$ cat src/rtl/soc_evt_collector_pkg.sv
// Shared types and constants for the SoC peripheral event collector.
package soc_evt_pkg;

    localparam int DEF_NB_SRC     = 32;
    localparam int DEF_EVNT_WIDTH = 8;
    localparam int DEF_ID_BASE    = 0;
    localparam int DEF_CNT_WIDTH  = 2;

    localparam int IDX_WIDTH = (DEF_NB_SRC > 1) ? $clog2(DEF_NB_SRC) : 1;

    typedef logic [DEF_EVNT_WIDTH-1:0] evt_id_t;

    // Largest value a saturating counter of the given width can hold.
    function automatic int cnt_max(input int width);
        return (1 << width) - 1;
    endfunction

endpackage

$ cat src/rtl/soc_evt_collector_if.sv
// Valid/ready/data stream carrying one event ID per transfer towards the
// event unit's SoC peripheral event FIFO.
interface soc_evt_collector_if #(
    parameter int EVNT_WIDTH = 8
);
    logic                  evt_valid;
    logic                  evt_ready;
    logic [EVNT_WIDTH-1:0] evt_data;

    modport master (
        output evt_valid,
        output evt_data,
        input  evt_ready
    );

    modport slave (
        input  evt_valid,
        input  evt_data,
        output evt_ready
    );
endinterface

$ cat src/rtl/soc_evt_rr_arbiter.sv
// Round-robin arbiter: picks the first requesting source at or after the
// pointer (wrapping), and moves the pointer past the winner on update.
module soc_evt_rr_arbiter
    import soc_evt_pkg::*;
#(
    parameter int NB_SRC = DEF_NB_SRC,
    parameter int IW     = (NB_SRC > 1) ? $clog2(NB_SRC) : 1
) (
    input  logic              clk_i,
    input  logic              rst_i,
    input  logic [NB_SRC-1:0] req_i,
    input  logic              update_i,
    output logic [IW-1:0]     winner_o,
    output logic              valid_o
);

    logic [IW-1:0] ptr_q;

    // Scan from the far end back to the pointer so the last hit is the
    // first requester in round-robin order.
    always_comb begin
        int idx;
        winner_o = '0;
        valid_o  = 1'b0;
        idx      = 0;
        for (int i = NB_SRC - 1; i >= 0; i--) begin
            idx = int'(ptr_q) + i;
            if (idx >= NB_SRC) idx = idx - NB_SRC;
            if (req_i[idx]) begin
                winner_o = IW'(idx);
                valid_o  = 1'b1;
            end
        end
    end

    // Pointer advances to the source after the winner whenever a grant is used.
    always_ff @(posedge clk_i) begin
        if (rst_i) begin
            ptr_q <= '0;
        end else if (update_i) begin
            if (int'(winner_o) == NB_SRC - 1) ptr_q <= '0;
            else                              ptr_q <= winner_o + IW'(1);
        end
    end

endmodule

$ cat src/rtl/soc_evt_collector.sv
// SoC peripheral event collector: counts event pulses per source in
// saturating counters and forwards one event ID per transfer, arbitrating
// round-robin among enabled sources with pending events.
// Optional macro SOC_EVT_COLLECTOR_OVERFLOW_EN adds sticky per-source
// overflow flags (ovf_o) with a per-source clear (ovf_clr_i).
module soc_evt_collector
    import soc_evt_pkg::*;
#(
    parameter int NB_SRC     = DEF_NB_SRC,
    parameter int EVNT_WIDTH = DEF_EVNT_WIDTH,
    parameter int ID_BASE    = DEF_ID_BASE,
    parameter int CNT_WIDTH  = DEF_CNT_WIDTH
) (
    input  logic              clk_i,
    input  logic              rst_i,
    input  logic [NB_SRC-1:0] src_evt_i,
    input  logic [NB_SRC-1:0] src_en_i,
    output logic [NB_SRC-1:0] pending_o,
`ifdef SOC_EVT_COLLECTOR_OVERFLOW_EN
    output logic [NB_SRC-1:0] ovf_o,
    input  logic [NB_SRC-1:0] ovf_clr_i,
`endif
    soc_evt_collector_if.master evt_if
);

    localparam int IW = (NB_SRC > 1) ? $clog2(NB_SRC) : 1;
    localparam logic [CNT_WIDTH-1:0] CNT_MAX = CNT_WIDTH'(cnt_max(CNT_WIDTH));

    if (longint'(ID_BASE) + longint'(NB_SRC) > (longint'(1) << EVNT_WIDTH)) begin : g_id_range_check
        $error("soc_evt_collector: ID_BASE+NB_SRC exceeds the event ID space");
    end

    logic [CNT_WIDTH-1:0]  cnt_q [NB_SRC];
    logic [NB_SRC-1:0]     eligible;
    logic [NB_SRC-1:0]     inc;
    logic [NB_SRC-1:0]     dec;
    logic [IW-1:0]         winner;
    logic                  win_valid;
    logic                  load;
    logic                  valid_q;
    logic [EVNT_WIDTH-1:0] data_q;

    // Pending flags straight from the counter flops; disabled sources are
    // still counted as pending but never offered to the arbiter.
    always_comb begin
        for (int k = 0; k < NB_SRC; k++) begin
            pending_o[k] = (cnt_q[k] != '0);
        end
        eligible = pending_o & src_en_i;
        inc      = src_evt_i & src_en_i;
    end

    soc_evt_rr_arbiter #(
        .NB_SRC (NB_SRC),
        .IW     (IW)
    ) u_arb (
        .clk_i    (clk_i),
        .rst_i    (rst_i),
        .req_i    (eligible),
        .update_i (load),
        .winner_o (winner),
        .valid_o  (win_valid)
    );

    // Load the output register whenever it is empty or being drained.
    always_comb begin
        dec  = '0;
        load = win_valid & (~valid_q | evt_if.evt_ready);
        if (load) dec[winner] = 1'b1;
    end

    // Saturating per-source counters; an event arriving as its own grant is
    // taken cancels out.
    always_ff @(posedge clk_i) begin
        if (rst_i) begin
            for (int k = 0; k < NB_SRC; k++) cnt_q[k] <= '0;
        end else begin
            for (int k = 0; k < NB_SRC; k++) begin
                if (inc[k] && !dec[k]) begin
                    if (cnt_q[k] != CNT_MAX) cnt_q[k] <= cnt_q[k] + CNT_WIDTH'(1);
                end else if (dec[k] && !inc[k]) begin
                    cnt_q[k] <= cnt_q[k] - CNT_WIDTH'(1);
                end
            end
        end
    end

    // Output register: held stable while stalled, cleared once accepted.
    always_ff @(posedge clk_i) begin
        if (rst_i) begin
            valid_q <= 1'b0;
            data_q  <= '0;
        end else if (load) begin
            valid_q <= 1'b1;
            data_q  <= EVNT_WIDTH'(ID_BASE + int'(winner));
        end else if (evt_if.evt_ready && valid_q) begin
            valid_q <= 1'b0;
        end
    end

    assign evt_if.evt_valid = valid_q;
    assign evt_if.evt_data  = data_q;

`ifdef SOC_EVT_COLLECTOR_OVERFLOW_EN
    logic [NB_SRC-1:0] ovf_q;
    logic [NB_SRC-1:0] ovf_set;

    // An increment is dropped only when it is not cancelled by a grant.
    always_comb begin
        for (int k = 0; k < NB_SRC; k++) begin
            ovf_set[k] = inc[k] & ~dec[k] & (cnt_q[k] == CNT_MAX);
        end
    end

    // Sticky overflow flags; a new drop wins over a simultaneous clear.
    always_ff @(posedge clk_i) begin
        if (rst_i) ovf_q <= '0;
        else       ovf_q <= (ovf_q & ~ovf_clr_i) | ovf_set;
    end

    assign ovf_o = ovf_q;
`endif

endmodule
$ cat src/flat_wrapper.sv
// flat-port wrapper written by rule: the top's interface ports become plain ports
module soc_evt_collector_flat import soc_evt_pkg::*;
#(
    parameter int NB_SRC     = DEF_NB_SRC,
    parameter int EVNT_WIDTH = DEF_EVNT_WIDTH,
    parameter int ID_BASE    = DEF_ID_BASE,
    parameter int CNT_WIDTH  = DEF_CNT_WIDTH
)
  (clk_i, rst_i, src_evt_i, src_en_i, pending_o, evt_if_evt_valid, evt_if_evt_data, evt_if_evt_ready);
  soc_evt_collector_if #(.EVNT_WIDTH(EVNT_WIDTH)) evt_if_i ();
  input  logic clk_i;
  input  logic rst_i;
  input  logic [NB_SRC-1:0] src_evt_i;
  input  logic [NB_SRC-1:0] src_en_i;
  output logic [NB_SRC-1:0] pending_o;
  output wire logic [$bits(evt_if_i.evt_valid)-1:0] evt_if_evt_valid;
  output wire logic [$bits(evt_if_i.evt_data)-1:0] evt_if_evt_data;
  input wire logic [$bits(evt_if_i.evt_ready)-1:0] evt_if_evt_ready;
  assign evt_if_evt_valid = evt_if_i.evt_valid;
  assign evt_if_evt_data = evt_if_i.evt_data;
  assign evt_if_i.evt_ready = evt_if_evt_ready;
  soc_evt_collector #(.NB_SRC(NB_SRC), .EVNT_WIDTH(EVNT_WIDTH), .ID_BASE(ID_BASE), .CNT_WIDTH(CNT_WIDTH)) u_core (.clk_i(clk_i), .rst_i(rst_i), .src_evt_i(src_evt_i), .src_en_i(src_en_i), .pending_o(pending_o), .evt_if(evt_if_i));
endmodule
$ cat config.mk
export PLATFORM = sky130hd
export DESIGN_NAME = soc_evt_collector_flat
export DESIGN_NICKNAME = d
export VERILOG_FILES = /design/src/rtl/soc_evt_collector_pkg.sv /design/src/rtl/soc_evt_collector_if.sv /design/src/rtl/soc_evt_rr_arbiter.sv /design/src/rtl/soc_evt_collector.sv /design/src/flat_wrapper.sv
export SDC_FILE = /design/constraint.sdc
export NUM_CORES = 1
export LEC_CHECK = 0
export CAP_MARGIN = 40
export CORE_MARGIN = 5
export CORE_UTILIZATION = 29
export DETAILED_ROUTE_END_ITERATION = 8
export PLACE_DENSITY = 0.47
export SLEW_MARGIN = 10
export SYNTH_ARGS = -nofsm -noshare
export SYNTH_HDL_FRONTEND = slang
export SYNTH_SLANG_ARGS = --single-unit
$ cat constraint.sdc
create_clock -name clk_i -period 14.75 [get_ports clk_i]
set_input_delay 1.475 -clock clk_i [delete_from_list [all_inputs] [get_ports clk_i]]
set_output_delay 1.475 -clock clk_i [all_outputs]
set_load 0.005 [all_outputs]
==> out/metrics.json, run 1 <==
{
  "syn-instance-count": {"value": 1449},
  "synth_area": {"value": 12300, "unit": "sq um"},
  "die-height": {"value": 216, "unit": "microns"},
  "floorplan.io_pins": {"value": 108},
  "post_synth.cell_area_avg": {"value": 8.46, "unit": "sq um"},
  "cts-resized-gates": {"value": 0},
  "clockRootBuffer": {"value": "sky130_fd_sc_hd__clkbuf_16"},
  "globalRouteOverflowTotal": {"value": 0},
  "cts_setup_buffers": {"value": 0},
  "fin_nets": {"value": 1592},
  "ys_top_cells_by_count": {"value": "sky130_fd_sc_hd__nor2_1, sky130_fd_sc_hd__nand2_1, sky130_fd_sc_hd__a21oi_1"},
  "gp_congestion": {"value": 0.992},
  "rr_worst_depth": {"value": 21},
  "routed_wl": {"value": 52.1, "unit": "mm"},
  "floorplan.initialDensity": {"value": 29.3, "unit": "%"},
  "synth-seq-cells": {"value": 75},
  "critPathMaxFanout": {"value": 23},
  "number_of_global_route_vias_before_repair": {"value": 11900},
  "clk_transition_reported_paths": {"value": 0.06, "unit": "ns"},
  "clockBufferDepth": {"value": 2},
  "clock_skew": {"value": 0.00879, "unit": "ns"},
  "worst_slew_pin_slew": {"value": 0.848, "unit": "ns"},
  "port_buffers": {"value": 104},
  "fp.dieW": {"value": 216, "unit": "microns"},
  "layout-drive-gt1-share": {"value": 15.0, "unit": "%"},
  "yosys_synthesis_warning_count": {"value": 0},
  "dieArea": {"value": 46500, "unit": "sq um"},
  "tritoncts_num_sinks": {"value": 75},
  "slew_headroom": {"value": 43.5, "unit": "%"},
  "cts-buffers-inserted": {"value": 9},
  "whs_endpoint": {"value": "u_core.evt_if.evt_valid"},
  "fp-row-count": {"value": 75},
  "final_min_period_over_clock_period": {"value": 48.7, "unit": "%"},
  "cp.required": {"value": 14.86, "unit": "ns"},
  "netlist_top_cells_area": {"value": "sky130_fd_sc_hd__edfxtp_1, sky130_fd_sc_hd__mux4_2, sky130_fd_sc_hd__nor2_1"},
  "dr.first_iter.drc_count": {"value": 1323},
  "worstSetupPathType": {"value": "register to register"},
  "reg2reg_setup_slack": {"value": 7.57, "unit": "ns"},
  "postRouteAntennaNets": {"value": 0},
  "route.detailed.wl_per_inst": {"value": 25.4, "unit": "microns"},
  "asyncSetResetFlopFracSynth": {"value": 0, "unit": "%"},
  "grt_setup_unrepaired": {"value": "no"},
  "grt_pass1_wl": {"value": 77.8, "unit": "mm"},
  "synth-edff-count": {"value": 64},
  "grt_start_max_net_pins": {"value": 78},
  "htreeDepth": {"value": 3},
  "worstSetupStartpointType": {"value": "register"},
  "layout_min_cycle_time": {"value": 7.18, "unit": "ns"},
  "cts_tree": {"value": "done"},
  "holdPathStages": {"value": 2},
  "timing.final.hold_violations": {"value": 0},
  "diodes": {"value": 0},
  "synth-seq-area-share": {"value": 17.5, "unit": "%"},
  "cts-hold-fix-buffers": {"value": 0},
  "yosysMostFrequentCell": {"value": "sky130_fd_sc_hd__nor2_1"},
  "insertion_delay": {"value": 0.36, "unit": "ns"},
  "synthFlopType": {"value": "sky130_fd_sc_hd__edfxtp_1"},
  "grt_antenna_before_repair": {"value": 0},
  "post_drt_via_cell_ratio": {"value": 6.26},
  "rr_endpoint": {"value": "u_core.cnt_q[1][14]"},
  "hp-class": {"value": "register to register"},
  "cp_data_arrival_time": {"value": 7.29, "unit": "ns"},
  "crit-reg2reg-launch": {"value": "u_core.u_arb.ptr_q[1]"},
  "final_core_util": {"value": 33.5, "unit": "%"},
  "layout.filler_cells": {"value": 4396},
  "placeableCoreArea": {"value": 41900, "unit": "sq um"},
  "num_vias": {"value": 12800},
  "run_status": {"value": "complete, no violations"},
  "max_cap_viol_count": {"value": 0},
  "setup-violations-final": {"value": 0},
  "areaGrowthSynthToFinish": {"value": 14.3, "unit": "%"},
  "cp-end-kind": {"value": "register"},
  "drcViolationCount": {"value": 0},
  "setup_tns": {"value": 0, "unit": "ns"},
  "slew_viol_final": {"value": 0},
  "dpl_hpwl": {"value": 40.2, "unit": "mm"},
  "fmaxAchievable": {"value": 139, "unit": "MHz"},
  "drt_first_pass_iters": {"value": 6},
  "timing.hold.worst.start": {"value": "u_core.evt_if.evt_valid"},
  "post_synth_cell_types": {"value": 111},
  "synthDominantAreaCellType": {"value": "sky130_fd_sc_hd__edfxtp_1"},
  "grt_use_total": {"value": 21.5, "unit": "%"},
  "post_synth_top_area_share": {"value": 15.7, "unit": "%"}
}
==> metal layers <==
layer,vias to the layer above,track usage (%),routed length (microns)
li1,5821,-,-
met1,6307,30.8,23500
met2,647,34.5,23600
met3,67,2.42,3680
met4,0,5.48,1370
met5,-,0,0
==> cells in the final DEF, fill, tap and decap left out, types with 12 or more instances in the layout <==
cell / count
sky130_fd_sc_hd__nor4_1: 14
sky130_fd_sc_hd__inv_1: 22
sky130_fd_sc_hd__o21ai_1: 24
sky130_fd_sc_hd__and3_1: 15
sky130_fd_sc_hd__a211oi_1: 24
sky130_fd_sc_hd__nand4_1: 14
sky130_fd_sc_hd__nor3b_1: 16
sky130_fd_sc_hd__nor3_1: 19
sky130_fd_sc_hd__xor2_1: 14
sky130_fd_sc_hd__o21ai_0: 64
sky130_fd_sc_hd__o21a_1: 35
sky130_fd_sc_hd__mux2_2: 12
sky130_fd_sc_hd__a21oi_1: 86
sky130_fd_sc_hd__xnor2_1: 45
sky130_fd_sc_hd__mux2i_1: 43
sky130_fd_sc_hd__nor2b_1: 18
sky130_fd_sc_hd__mux4_2: 45
sky130_fd_sc_hd__nand2b_1: 18
sky130_fd_sc_hd__or2_2: 35
sky130_fd_sc_hd__buf_4: 33
sky130_fd_sc_hd__o22ai_1: 19
sky130_fd_sc_hd__edfxtp_1: 64
sky130_fd_sc_hd__nand3_1: 53
sky130_fd_sc_hd__a211o_1: 23
sky130_fd_sc_hd__o211ai_1: 32
sky130_fd_sc_hd__nand2_1: 121
sky130_fd_sc_hd__o2111ai_1: 21
sky130_fd_sc_hd__nor2_1: 125
sky130_fd_sc_hd__ha_1: 18
sky130_fd_sc_hd__nand3b_1: 12
sky130_fd_sc_hd__clkdlybuf4s50_1: 103
sky130_fd_sc_hd__a221o_1: 13
sky130_fd_sc_hd__a22o_1: 13
sky130_fd_sc_hd__a21o_1: 13
sky130_fd_sc_hd__or3_1: 12
==> logic make-up (layout without fill, tap and decap cells) <==
kind of cell,count (synthesis),after routing,share of synthesized area [%]
AND/OR/NAND/NOR,542,542,24.4
AO/OA/AOI/OAI,506,506,30.0
buffers and inverters,129,190,6.21
multiplexers,112,112,14.8
flip-flops,75,75,17.5
XOR/XNOR,66,66,5.21
adder cells (fa/ha/maj),18,18,1.84
other,1,3,0.0306
==> state kept, by name (all words and copies together), names as in the netlist <==
| register | count |
|---|---|
| u_core.evt_if.evt_valid | 1 |
| u_core.evt_if.evt_data | 5 |
| u_core.cnt_q | 64 |
| u_core.u_arb.ptr_q | 5 |
==> layout make-up <==
cell class / instances / area [sq um] / share of cell area [%]
Sequential cell: 75 / 2150 / 15.3
Inverter: 27 / 101 / 0.724
Timing Repair Buffer: 147 / 1410 / 10.0
Clock inverter: 5 / 53.8 / 0.384
Clock buffer: 11 / 233 / 1.66
Tap cell: 539 / 674 / 4.82
Multi-Input combinational cell: 1247 / 9390 / 67.0
==> worst max-delay path by stage <==
stage | startpoint | to | slack [ns] | depth (start not counted)
final | u_core.u_arb.ptr_q[1] | u_core.cnt_q[1][14] | 7.57 | 21
after global routing | u_core.u_arb.ptr_q[1] | u_core.cnt_q[1][15] | 7.28 | 21
after CTS | u_core.u_arb.ptr_q[1] | u_core.cnt_q[1][14] | 7.62 | 21
after detailed placement | src_en_i[31] | u_core.cnt_q[1][8] | 7.53 | 18
after global placement | u_core.u_arb.ptr_q[1] | u_core.cnt_q[1][18] | 7.00 | 18
after floorplan | u_core.u_arb.ptr_q[0] | u_core.cnt_q[1][10] | 8.83 | 24
==> stage by stage <==
step           std cells  instance area (sq um)  setup WS (ns)  hold WS [ns]
6_report            2051                  14000           7.57         0.502
5_1_grt             2051                  14000           7.28         0.538
4_1_cts             2050                  14000           7.62         0.517
3_5_place_dp        2034                  13700           7.53         0.509
3_3_place_gp        2022                  13600           7.00         0.501
2_1_floorplan       1451                  12300           8.83         0.481
==> critical path, stage by stage (launching register included) <==
cell and delay [ns]:
sky130_fd_sc_hd__dfxtp_4 0.56, sky130_fd_sc_hd__inv_2 0.28, sky130_fd_sc_hd__buf_4 0.30, sky130_fd_sc_hd__ha_1 0.50
sky130_fd_sc_hd__inv_1 0.38, sky130_fd_sc_hd__buf_8 0.21, sky130_fd_sc_hd__mux4_2 0.59, sky130_fd_sc_hd__a21oi_1 0.15
sky130_fd_sc_hd__nor4_1 0.07, sky130_fd_sc_hd__clkdlybuf4s15_2 0.25, sky130_fd_sc_hd__mux2_1 0.48, sky130_fd_sc_hd__and3_1 0.31
sky130_fd_sc_hd__a211oi_1 0.31, sky130_fd_sc_hd__a311oi_1 0.13, sky130_fd_sc_hd__o31a_1 0.37, sky130_fd_sc_hd__o31ai_1 0.40
sky130_fd_sc_hd__buf_2 0.27, sky130_fd_sc_hd__ha_1 0.26, sky130_fd_sc_hd__nand2_1 0.29, sky130_fd_sc_hd__nor4_2 0.38
sky130_fd_sc_hd__a211oi_1 0.10, sky130_fd_sc_hd__a211o_1 0.31
Power of run 1 is not shown: default switching activity piles up to over one toggle a cycle in this logic, so the estimate is an artifact.
==> run 2, diff against run 1 <==
==> constraint.sdc (replaced) <==
create_clock -name clk_i -period 6.7 [get_ports clk_i]
set_input_delay 0.67 -clock clk_i [delete_from_list [all_inputs] [get_ports clk_i]]
set_output_delay 0.67 -clock clk_i [all_outputs]
set_load 0.005 [all_outputs]
==> run 2 against run 1 <==
  * Maximum frequency rose by 12%
  * Final area rose by 1.6%
  * Worst hold slack improved by 0.0058 ns
  * Die area did not move
  * Critical endpoint is now u_core.cnt_q[0][31]
  * Largest cell class unchanged
==> out/metrics.json, run 2 (synthesized netlist as in run 1, its figures left out) <==
{
  "run_status": {"value": "complete, no violations"},
  "placeableCoreArea": {"value": 41900, "unit": "sq um"},
  "timing.final.ws_setup": {"value": 0.299, "unit": "ns"},
  "setup_tns": {"value": 0, "unit": "ns"},
  "tritoncts_num_sinks": {"value": 75},
  "max_stage_delay": {"value": 0.85, "unit": "ns"},
  "use_met2": {"value": 33.9, "unit": "%"},
  "route.detailed.wl_per_inst": {"value": 25.0, "unit": "microns"},
  "cts-resized-gates": {"value": 0},
  "routed_wl": {"value": 52.0, "unit": "mm"},
  "worstSetupPathType": {"value": "register to register"},
  "clockBufferDepth": {"value": 2},
  "grt_pass1_wl": {"value": 78.5, "unit": "mm"},
  "placedCellCount": {"value": 2062},
  "layout_min_cycle_time": {"value": 6.40, "unit": "ns"},
  "grt_antenna_before_repair": {"value": 1},
  "clk_transition_reported_paths": {"value": 0.07, "unit": "ns"},
  "clock_skew": {"value": 0.0118, "unit": "ns"},
  "worstSetupStartpointType": {"value": "register"},
  "setup-violations-final": {"value": 0},
  "num_vias": {"value": 12800},
  "worst_slew_pin_slew": {"value": 1.07, "unit": "ns"},
  "insertion_delay": {"value": 0.36, "unit": "ns"},
  "fmaxAchievable": {"value": 156, "unit": "MHz"},
  "grt_use_total": {"value": 21.6, "unit": "%"},
  "layout-drive-gt1-share": {"value": 16.6, "unit": "%"},
  "globalRouteOverflowTotal": {"value": 0},
  "critical_path.n_buffers_inverters": {"value": 2},
  "mostFrequentLayoutCell": {"value": "sky130_fd_sc_hd__nor2_1"},
  "critPathMaxFanout": {"value": 12},
  "fp-row-count": {"value": 75},
  "timing.critical_path.mode_cell": {"value": "sky130_fd_sc_hd__ha_1"},
  "drcViolationCount": {"value": 0},
  "hp-class": {"value": "register to register"},
  "drt_first_pass_iters": {"value": 6},
  "grt_busiest_layer": {"value": "met2"},
  "worst_path_dominant_cell_family": {"value": "compound AO/OA/AOI/OAI gates"},
  "cts_setup_buffers": {"value": 0},
  "dr.first_iter.drc_count": {"value": 1462},
  "clockRootBuffer": {"value": "sky130_fd_sc_hd__clkbuf_16"},
  "grt_start_max_net_pins": {"value": 79},
  "final_min_period_over_clock_period": {"value": 95.5, "unit": "%"},
  "cts_tree": {"value": "done"},
  "layoutNonFillerInstCount": {"value": 2079},
  "number_of_global_route_vias_before_repair": {"value": 12500},
  "postRouteAntennaNets": {"value": 0},
  "diodes": {"value": 0},
  "post-place-ws": {"value": 0.323, "unit": "ns"},
  "layout.cells.most_common_list": {"value": "sky130_fd_sc_hd__nor2_1, sky130_fd_sc_hd__nand2_1, sky130_fd_sc_hd__clkdlybuf4s50_1"},
  "cp-end-kind": {"value": "register"},
  "cp.required": {"value": 6.82, "unit": "ns"},
  "grtUsageMet3": {"value": 4.54, "unit": "%"},
  "max_cap_viol_count": {"value": 0},
  "floorplan.initialDensity": {"value": 29.3, "unit": "%"},
  "fin_nets": {"value": 1620},
  "global_route.usage.met1": {"value": 29.3, "unit": "%"},
  "fp.dieW": {"value": 216, "unit": "microns"},
  "worst_path_max_delay_cell": {"value": "sky130_fd_sc_hd__a221oi_1"},
  "ordered_cell_list_for_the_critical_path": {"value": "inv_2, ha_1, nand2b_1, o22ai_1, o32ai_1, a221oi_1, a21oi_2, o21ai_0, a221o_1, a311oi_1, o31a_1, o31ai_1, buf_4, ha_1, and2_1, a21oi_1, a211o_1"},
  "slew_viol_final": {"value": 0},
  "areaGrowthSynthToFinish": {"value": 16.1, "unit": "%"},
  "slew_headroom": {"value": 28.7, "unit": "%"},
  "dpl_hpwl": {"value": 40.7, "unit": "mm"},
  "cts-hold-fix-buffers": {"value": 0},
  "grt_setup_unrepaired": {"value": "no"},
  "post_drt_via_cell_ratio": {"value": 6.16},
  "max_flop_register": {"value": "u_core.cnt_q"},
  "floorplan.io_pins": {"value": 108},
  "die-height": {"value": 216, "unit": "microns"},
  "timing.final.hold_violations": {"value": 0},
  "cts-buffers-inserted": {"value": 9},
  "dieArea": {"value": 46500, "unit": "sq um"},
  "max_ffs_per_register": {"value": 64},
  "postLayoutCellArea": {"value": 14200, "unit": "sq um"},
  "port_buffers": {"value": 104},
  "htreeDepth": {"value": 3},
  "gp_congestion": {"value": 0.986},
  "placement.cell_area": {"value": 13900, "unit": "sq um"},
  "cp_data_arrival_time": {"value": 6.52, "unit": "ns"}
}
-- run 2: path summary, 6_finish.rpt --
kind                              from                   endpoint  cells past startpoint  slack, ns
max              u_core.u_arb.ptr_q[1]        u_core.cnt_q[0][31]                     17       0.30
max reg2reg      u_core.u_arb.ptr_q[1]        u_core.cnt_q[0][31]                     17       0.30
min          u_core.evt_if.evt_data[0]  u_core.evt_if.evt_data[0]                      2       0.51
min reg2reg  u_core.evt_if.evt_data[0]  u_core.evt_if.evt_data[0]                      2       0.51
-- run 2: per-stage QoR --
stage | hold slack (ns) | utilization, %
after global placement | 0.485 | 33.2
after detailed placement | 0.494 | 33.2
final | 0.508 | 34.0
after CTS | 0.508 | 34.0
after floorplan | 0.481 | -
after global routing | 0.527 | 34.0
-- run 2: tightest hold or removal path, stage by stage, from the launching register on --
cell	delay (ns)
sky130_fd_sc_hd__dfxtp_1	0.32
sky130_fd_sc_hd__nor2_1	0.10
sky130_fd_sc_hd__nor3_1	0.05
-- run 2: layout make-up --
class / count / area, sq um
well taps: 539 / 674
flip-flops and latches: 75 / 2150
clock buffers: 9 / 225
fillers: 4409 / 27600
multi-input cells: 1247 / 9370
clock inverters: 7 / 116
inverters: 27 / 101
repair buffers: 175 / 1590
-- run 2: layer usage --
metal  wire (microns)  share of wire [%]  vias up
met5                0                  0        -
met2            23300                 45      626
met4             2090                4.0        0
li1                 -                  -     5855
met3             4400                8.5      106
met1            22300                 43     6215
Power of run 2 is left out for the same reason.
==> run 3, diff against run 2 <==
==> constraint.sdc (replaced) <==
create_clock -name clk_i -period 6.7 [get_ports clk_i]
set_input_delay 0.67 -clock clk_i [delete_from_list [all_inputs] [get_ports clk_i]]
set_output_delay 0.67 -clock clk_i [all_outputs]
set_load 0.01 [all_outputs]
==> results of run 3 <==
The final DEF is identical to that of run 2; final timing and power are the same.
Power of run 3 is left out for the same reason.
